--- src/rtl/simd_pkg.sv ---
// Shared field layout, data-mode encodings and bundle type for the SIMD issue path.
package simd_pkg;

  localparam int OPC_MSB  = 15;
  localparam int OPC_LSB  = 12;
  localparam int DM_MSB   = 11;
  localparam int DM_LSB   = 9;
  localparam int IMMF_BIT = 8;
  localparam int IMM_MSB  = 7;
  localparam int IMM_LSB  = 0;

  localparam int SIMD_W  = 256;
  localparam int SIMD_IW = 16;

  localparam logic [2:0]  DM_8     = 3'b000;
  localparam logic [2:0]  DM_16    = 3'b001;
  localparam logic [2:0]  DM_32    = 3'b010;
  localparam logic [2:0]  DM_64    = 3'b011;
  localparam logic [3:0]  OPC_NOP  = 4'b0000;
  localparam logic [15:0] NOP_INST = 16'h0000;

  typedef struct packed {
    logic [SIMD_IW-1:0] inst;
    logic [SIMD_W-1:0]  a;
    logic [SIMD_W-1:0]  b;
  } simd_bundle_t;

  // NOPs carry no data mode, so only real opcodes are screened.
  function automatic logic dm_legal(input logic [SIMD_IW-1:0] inst);
    logic [2:0] dm;
    dm = inst[DM_MSB:DM_LSB];
    return (inst[OPC_MSB:OPC_LSB] == OPC_NOP) ||
           (dm == DM_8) || (dm == DM_16) || (dm == DM_32) || (dm == DM_64);
  endfunction

endpackage

--- src/rtl/simd_fifo.sv ---
// Generic DEPTH-entry FIFO; count disambiguates full from empty since pointers wrap.
module simd_fifo #(
  parameter int DEPTH = 4,
  parameter int BW    = 8
) (
  input  logic                         clk,
  input  logic                         rst_n,
  input  logic                         push,
  input  logic                         pop,
  input  logic [BW-1:0]                wdata,
  output logic [BW-1:0]                rdata,
  output logic [$clog2(DEPTH+1)-1:0]   count,
  output logic                         full,
  output logic                         empty
);

  localparam int PW = $clog2(DEPTH);
  localparam int CW = $clog2(DEPTH+1);

  logic [BW-1:0] mem_q [DEPTH];
  logic [PW-1:0] wr_ptr_q, wr_ptr_d;
  logic [PW-1:0] rd_ptr_q, rd_ptr_d;
  logic [CW-1:0] count_q, count_d;
  logic          do_push_s, do_pop_s;

  assign full      = (count_q == CW'(DEPTH));
  assign empty     = (count_q == CW'(0));
  assign do_push_s = push && !full;
  assign do_pop_s  = pop && !empty;
  assign rdata     = mem_q[rd_ptr_q];
  assign count     = count_q;

  // Next-state pointers and occupancy
  always_comb begin
    wr_ptr_d = wr_ptr_q;
    rd_ptr_d = rd_ptr_q;
    count_d  = count_q;
    if (do_push_s) begin
      wr_ptr_d = wr_ptr_q + PW'(1);
    end else begin
      wr_ptr_d = wr_ptr_q;
    end
    if (do_pop_s) begin
      rd_ptr_d = rd_ptr_q + PW'(1);
    end else begin
      rd_ptr_d = rd_ptr_q;
    end
    case ({do_push_s, do_pop_s})
      2'b10:   count_d = count_q + CW'(1);
      2'b01:   count_d = count_q - CW'(1);
      default: count_d = count_q;
    endcase
  end

  // Pointer and occupancy registers
  always_ff @(posedge clk or negedge rst_n) begin
    if (!rst_n) begin
      wr_ptr_q <= '0;
      rd_ptr_q <= '0;
      count_q  <= '0;
    end else begin
      wr_ptr_q <= wr_ptr_d;
      rd_ptr_q <= rd_ptr_d;
      count_q  <= count_d;
    end
  end

  // Storage has no reset; occupancy guards every read
  always_ff @(posedge clk) begin
    if (do_push_s) begin
      mem_q[wr_ptr_q] <= wdata;
    end
  end

endmodule

--- src/rtl/simd_issue_queue.sv ---
// Bundle queue in front of SIMD_ALU: one issue per clock, NOP when idle, illegal data modes dropped.
module simd_issue_queue
  import simd_pkg::*;
#(
  parameter int DEPTH = 4,
  parameter int W     = 256,
  parameter int IW    = 16
) (
  input  logic                         clk,
  input  logic                         rst,
  input  logic                         in_valid,
  output logic                         in_ready,
  input  logic [IW-1:0]                in_inst,
  input  logic [W-1:0]                 in_a,
  input  logic [W-1:0]                 in_b,
  input  logic                         stall,
  output logic [IW-1:0]                alu_inst,
  output logic [W-1:0]                 alu_a,
  output logic [W-1:0]                 alu_b,
  output logic                         alu_issue,
  output logic                         illegal_dm,
  output logic [7:0]                   err_count,
  output logic [$clog2(DEPTH+1)-1:0]   count
);

  localparam int BW = IW + 2*W;

  logic [BW-1:0] wdata_s, rdata_s;
  logic          full_s, empty_s, push_s, pop_s;
  logic [IW-1:0] head_inst_s;
  logic [W-1:0]  head_a_s, head_b_s;

  logic [IW-1:0] alu_inst_q, alu_inst_d;
  logic [W-1:0]  alu_a_q, alu_a_d;
  logic [W-1:0]  alu_b_q, alu_b_d;
  logic          alu_issue_q, alu_issue_d;
  logic          illegal_dm_q, illegal_dm_d;
  logic [7:0]    err_count_q, err_count_d;

  // in_ready looks only at registered occupancy, never at stall or the pop
  assign in_ready    = !full_s;
  assign push_s      = in_valid && !full_s;
  assign pop_s       = !stall && !empty_s;
  assign wdata_s     = {in_inst, in_a, in_b};
  assign head_inst_s = rdata_s[BW-1 -: IW];
  assign head_a_s    = rdata_s[2*W-1 -: W];
  assign head_b_s    = rdata_s[W-1:0];

  simd_fifo #(.DEPTH(DEPTH), .BW(BW)) u_fifo (
    .clk   (clk),
    .rst_n (rst),
    .push  (push_s),
    .pop   (pop_s),
    .wdata (wdata_s),
    .rdata (rdata_s),
    .count (count),
    .full  (full_s),
    .empty (empty_s)
  );

  // Issue selection: hold on stall, drop illegal heads, NOP when empty
  always_comb begin
    alu_inst_d   = alu_inst_q;
    alu_a_d      = alu_a_q;
    alu_b_d      = alu_b_q;
    alu_issue_d  = alu_issue_q;
    illegal_dm_d = 1'b0;
    err_count_d  = err_count_q;
    if (stall) begin
      illegal_dm_d = 1'b0;
    end else if (pop_s && dm_legal(head_inst_s)) begin
      alu_inst_d  = head_inst_s;
      alu_a_d     = head_a_s;
      alu_b_d     = head_b_s;
      alu_issue_d = (head_inst_s[OPC_MSB:OPC_LSB] != OPC_NOP);
    end else if (pop_s) begin
      alu_inst_d   = NOP_INST;
      alu_a_d      = '0;
      alu_b_d      = '0;
      alu_issue_d  = 1'b0;
      illegal_dm_d = 1'b1;
      if (err_count_q == 8'hFF) begin
        err_count_d = 8'hFF;
      end else begin
        err_count_d = err_count_q + 8'd1;
      end
    end else begin
      alu_inst_d  = NOP_INST;
      alu_a_d     = '0;
      alu_b_d     = '0;
      alu_issue_d = 1'b0;
    end
  end

  // Issue, status and error counter registers
  always_ff @(posedge clk or negedge rst) begin
    if (!rst) begin
      alu_inst_q   <= '0;
      alu_a_q      <= '0;
      alu_b_q      <= '0;
      alu_issue_q  <= 1'b0;
      illegal_dm_q <= 1'b0;
      err_count_q  <= 8'd0;
    end else begin
      alu_inst_q   <= alu_inst_d;
      alu_a_q      <= alu_a_d;
      alu_b_q      <= alu_b_d;
      alu_issue_q  <= alu_issue_d;
      illegal_dm_q <= illegal_dm_d;
      err_count_q  <= err_count_d;
    end
  end

  assign alu_inst   = alu_inst_q;
  assign alu_a      = alu_a_q;
  assign alu_b      = alu_b_q;
  assign alu_issue  = alu_issue_q;
  assign illegal_dm = illegal_dm_q;
  assign err_count  = err_count_q;

endmodule
--- config.mk ---
export PLATFORM = sky130hd
export DESIGN_NAME = simd_issue_queue
export DESIGN_NICKNAME = d
export VERILOG_FILES = /design/src/rtl/simd_pkg.sv /design/src/rtl/simd_fifo.sv /design/src/rtl/simd_issue_queue.sv
export SDC_FILE = /design/constraint.sdc
export NUM_CORES = 2
export LEC_CHECK = 0
export CAP_MARGIN = 20
export CELL_PAD_IN_SITES_DETAIL_PLACEMENT = 1
export CELL_PAD_IN_SITES_GLOBAL_PLACEMENT = 2
export CORE_MARGIN = 2
export CORE_UTILIZATION = 47
export DETAILED_ROUTE_END_ITERATION = 12
export GPL_TIMING_DRIVEN = 0
export PLACE_DENSITY_LB_ADDON = 0.1
export RECOVER_POWER = 100
export SLEW_MARGIN = 20
export SYNTH_ARGS = -nofsm -noshare
export SYNTH_HDL_FRONTEND = slang
export SYNTH_SLANG_ARGS = --single-unit
--- constraint.sdc ---
create_clock -name clk -period 42.2 [get_ports clk]
set_input_delay 4.22 -clock clk [delete_from_list [all_inputs] [get_ports clk]]
set_output_delay 4.22 -clock clk [all_outputs]
set_load 0.01 [all_outputs]
==> flow_metrics.env <==
export IMPL_synth_mux_area_share_pct=12.5
export IMPL_r2r_end="u_fifo.mem_q[1][362]"
export IMPL_start_util_pct=47.3
export IMPL_pre_cts_slack_ns=34.92
export IMPL_worst_setup_path_type="input port to asynchronous set/reset pin"
export IMPL_cts_setup_buffers=0
export IMPL_min_delay_start="alu_a[8]"
export IMPL_cts_htree_levels=5
export IMPL_cts_tree="built"
export IMPL_synthAdderAreaFrac_pct=0.0997
export IMPL_period_share_pct=47.1
export IMPL_first_pass_iters=7
export IMPL_syn_mean_instance_area_um2=23.7
export IMPL_fin_cells=8482
export IMPL_synth_area_um2=95400
export IMPL_route_vias_total=47900
export IMPL_required_ns=42.05
export IMPL_drv_max_cap_violation_count=75
export IMPL_drcViolationCount=0
export IMPL_antenna_found_initial=249
export IMPL_grt_max_degree=79
export IMPL_cp_endpoint="alu_b[108]"
export IMPL_worst_setup_path_start_kind="input port"
export IMPL_drt_wl_total_um=262000
export IMPL_wl_per_cell_um=30.9
export IMPL_synth_commonest_cells="edfxtp_1, dfrtp_1, a22o_1, mux4_2, clkbuf_1"
export IMPL_synth_compound_area_share_pct=4.95
export IMPL_relSlewSlack_pct=-225
export IMPL_rsz0062_at_grt="false"
export IMPL_slowest_delay_ns=3.52
export IMPL_synth_xor_area_share_pct=0.0551
export IMPL_hold_viol=0
export IMPL_viasPerCell=5.65
export IMPL_drive_gt1_share_pct=17.0
export IMPL_cts_sinks=2657
export IMPL_syn_nets=4562
export IMPL_numCtsBuffers=296
export IMPL_yosysTopAreaCellShare_pct=66.5
export IMPL_synth_simple_area_share_pct=0.180
export IMPL_rows=165
export IMPL_r2r_slack_ns=30.53
export IMPL_arrival_ns=19.72
export IMPL_yosysMostFrequentCell="edfxtp_1"
export IMPL_placed_cell_area_um2=111000
export IMPL_insertion_delay_ns=0.93
export IMPL_failed_checks="capacitance limit, slew limit"
export IMPL_setup_violations=0
export IMPL_ir_worst_vdd_v=0.0000462
export IMPL_area_delta_synth_final_pct=24.8
export IMPL_power_density_nw_per_um2=74.8
export IMPL_dp_cells=7837
export IMPL_rr_worst_depth=8
export IMPL_clk_pin_slew_ns=0.05
export IMPL_synth_edf_count=2112
export IMPL_die_h_um=455
export IMPL_setup_tns_ns=0
export IMPL_netlist_instances=4023
export IMPL_critPathLaunch="rst"
export IMPL_ys_top_cells_by_area="edfxtp_1, dfrtp_1, mux4_2, a22o_1, clkbuf_1"
export IMPL_crit_chain="clkbuf_1 > clkbuf_1 > clkbuf_1 > clkbuf_1 > clkbuf_1"
export IMPL_chipWidth_um=455
export IMPL_ys_warn_count=0
export IMPL_leakagePower_nw=42.5
export IMPL_first_iter_violations=3456
export IMPL_cp_max_fo=78
export IMPL_place_hpwl_um=179000
export IMPL_nNetsFinal=6003
export IMPL_ios=1074
export IMPL_postRouteAntennaNets=0
export IMPL_yosys_area_top_type="edfxtp_1"
export IMPL_skew_ns=0.0619
export IMPL_root_buffer="clkbuf_16"
export IMPL_cp_slowest_cell="clkbuf_1"
export IMPL_setup_ws_ns=22.33
export IMPL_drv_slew=2785
export IMPL_die_area_um2=207000
export IMPL_outcome="complete, but fails checks"
export IMPL_worst_slew_pin_slew_ns=4.88
export IMPL_ctsHoldBuffers=0
export IMPL_synth_top_family_by_area="multiplexers"
export IMPL_core_area_um2=202000
export IMPL_clk_path_buf_depth=4
export IMPL_r2r_start="u_fifo.count[0]"
export IMPL_postCtsResizedCells=0
export IMPL_portBuffers=1072
export IMPL_holdCritPathClass="flop to flop"
export IMPL_ys_async_sr_fraction_pct=20.5
export IMPL_yosys_register_bits=2657
export IMPL_crit_top_cell="clkbuf_1"
export IMPL_max_freq_mhz=50.3
export IMPL_crit_path_end_kind="asynchronous set/reset pin"
export IMPL_grt_overflow=0
export IMPL_ys_flop_type="edfxtp_1"
export IMPL_synth_cell_types=33
export IMPL_synth_seq_area_share_pct=80.8
export IMPL_place_gp_congestion=0.771
export IMPL_fin_area_um2=119000
export IMPL_grt_first_pass_wirelength_um=369000
export IMPL_grt_total_usage_pct=25.2
export IMPL_fin_crit_ns=19.87
export IMPL_grt_pass1_vias=51100
-- worst max-delay path, delay by kind of cell --
| family | cells | cell delay, ns |
|---|---|---|
| buffers and inverters | 5 | 15.18 |
-- worst min-delay path by stage --
stage                   endpoint  depth (start not counted)  slack (ns)
finish                  alu_a[8]                          1        0.50
global route          alu_a[166]                          1        0.51
CTS                    alu_b[48]                          1        0.51
detailed placement    alu_a[225]                          1        0.50
global placement    alu_inst[11]                          2        0.48
floorplan           alu_inst[11]                          2        0.52
-- flip-flops by register name, summed over array words and instances (netlist names) --
name / cells
u_fifo.mem_q: 2112
alu_a: 256
alu_b: 256
alu_inst: 16
err_count: 8
u_fifo.count: 3
u_fifo.rd_ptr_q: 2
u_fifo.wr_ptr_q: 2
alu_issue: 1
illegal_dm: 1
-- cell type report --
| type | instances | area, µm² |
|---|---|---|
| fill | 17100 | 82800 |
| sequential | 2657 | 77100 |
| multi-input combinational | 1120 | 17000 |
| timing repair buffer | 1143 | 11000 |
| clock buffer | 406 | 8350 |
| tap | 2672 | 3340 |
| clock inverter | 113 | 1130 |
| buffer | 237 | 910 |
| antenna | 125 | 313 |
| inverter | 9 | 33.8 |
-- through the flow --
stage          hold WS [ns]  util [%]  power, W
2_1_floorplan         0.519         -   0.00553
3_3_place_gp          0.480      54.2   0.00709
3_5_place_dp          0.496      55.1   0.00670
4_1_cts               0.511      59.8   0.00925
5_1_grt               0.513      58.9   0.00929
6_report              0.499      59.0   0.00891
-- cells by family after synthesis --
family          after synthesis
buf+inv                     246
mux                         532
compound gates              544
xor+xnor                      6
flops                      2657
fa+ha+maj                     7
simple gates                 31
-- metal layers --
layer | vias to the layer above | track usage, % | part of all wire, %
met1 | 25400 | 28.6 | 35
li1 | 20100 | - | -
met2 | 1620 | 42.1 | 52
met5 | - | 0 | 0.22
met3 | 747 | 7.23 | 7.2
met4 | 98 | 15.2 | 6.1
-- report_power, final --
part | internal (W) | leakage (nW) | switching [W]
combinational | 0.00116 | 11.3 | 0.00140
clock | 0.00152 | 4.67 | 0.00101
sequential | 0.00359 | 26.5 | 0.000239
total | 0.00627 | 42.5 | 0.00265
-- cell usage in the layout, fill, tap and decap left out, types with 6 or more instances in the layout --
cell           netlist  final
clkinvlp_4           0      6
diode_2              0    125
a22o_1             528    528
clkbuf_8             0     36
dlygate4sd3_1        0   1071
mux4_2             528    528
dfrtp_1            545    545
inv_1                9      9
and3_1               7      7
edfxtp_1          2112   2112
clkinv_2             0     47
clkinv_1             0     32
buf_1               36     33
ha_1                 6      6
clkbuf_2             0      9
clkbuf_16            0    304
bufinv_16            0     23
clkbuf_1           140    327
a31oi_1              6      6
No activity file was read; power rests on OpenSTA's default activity.
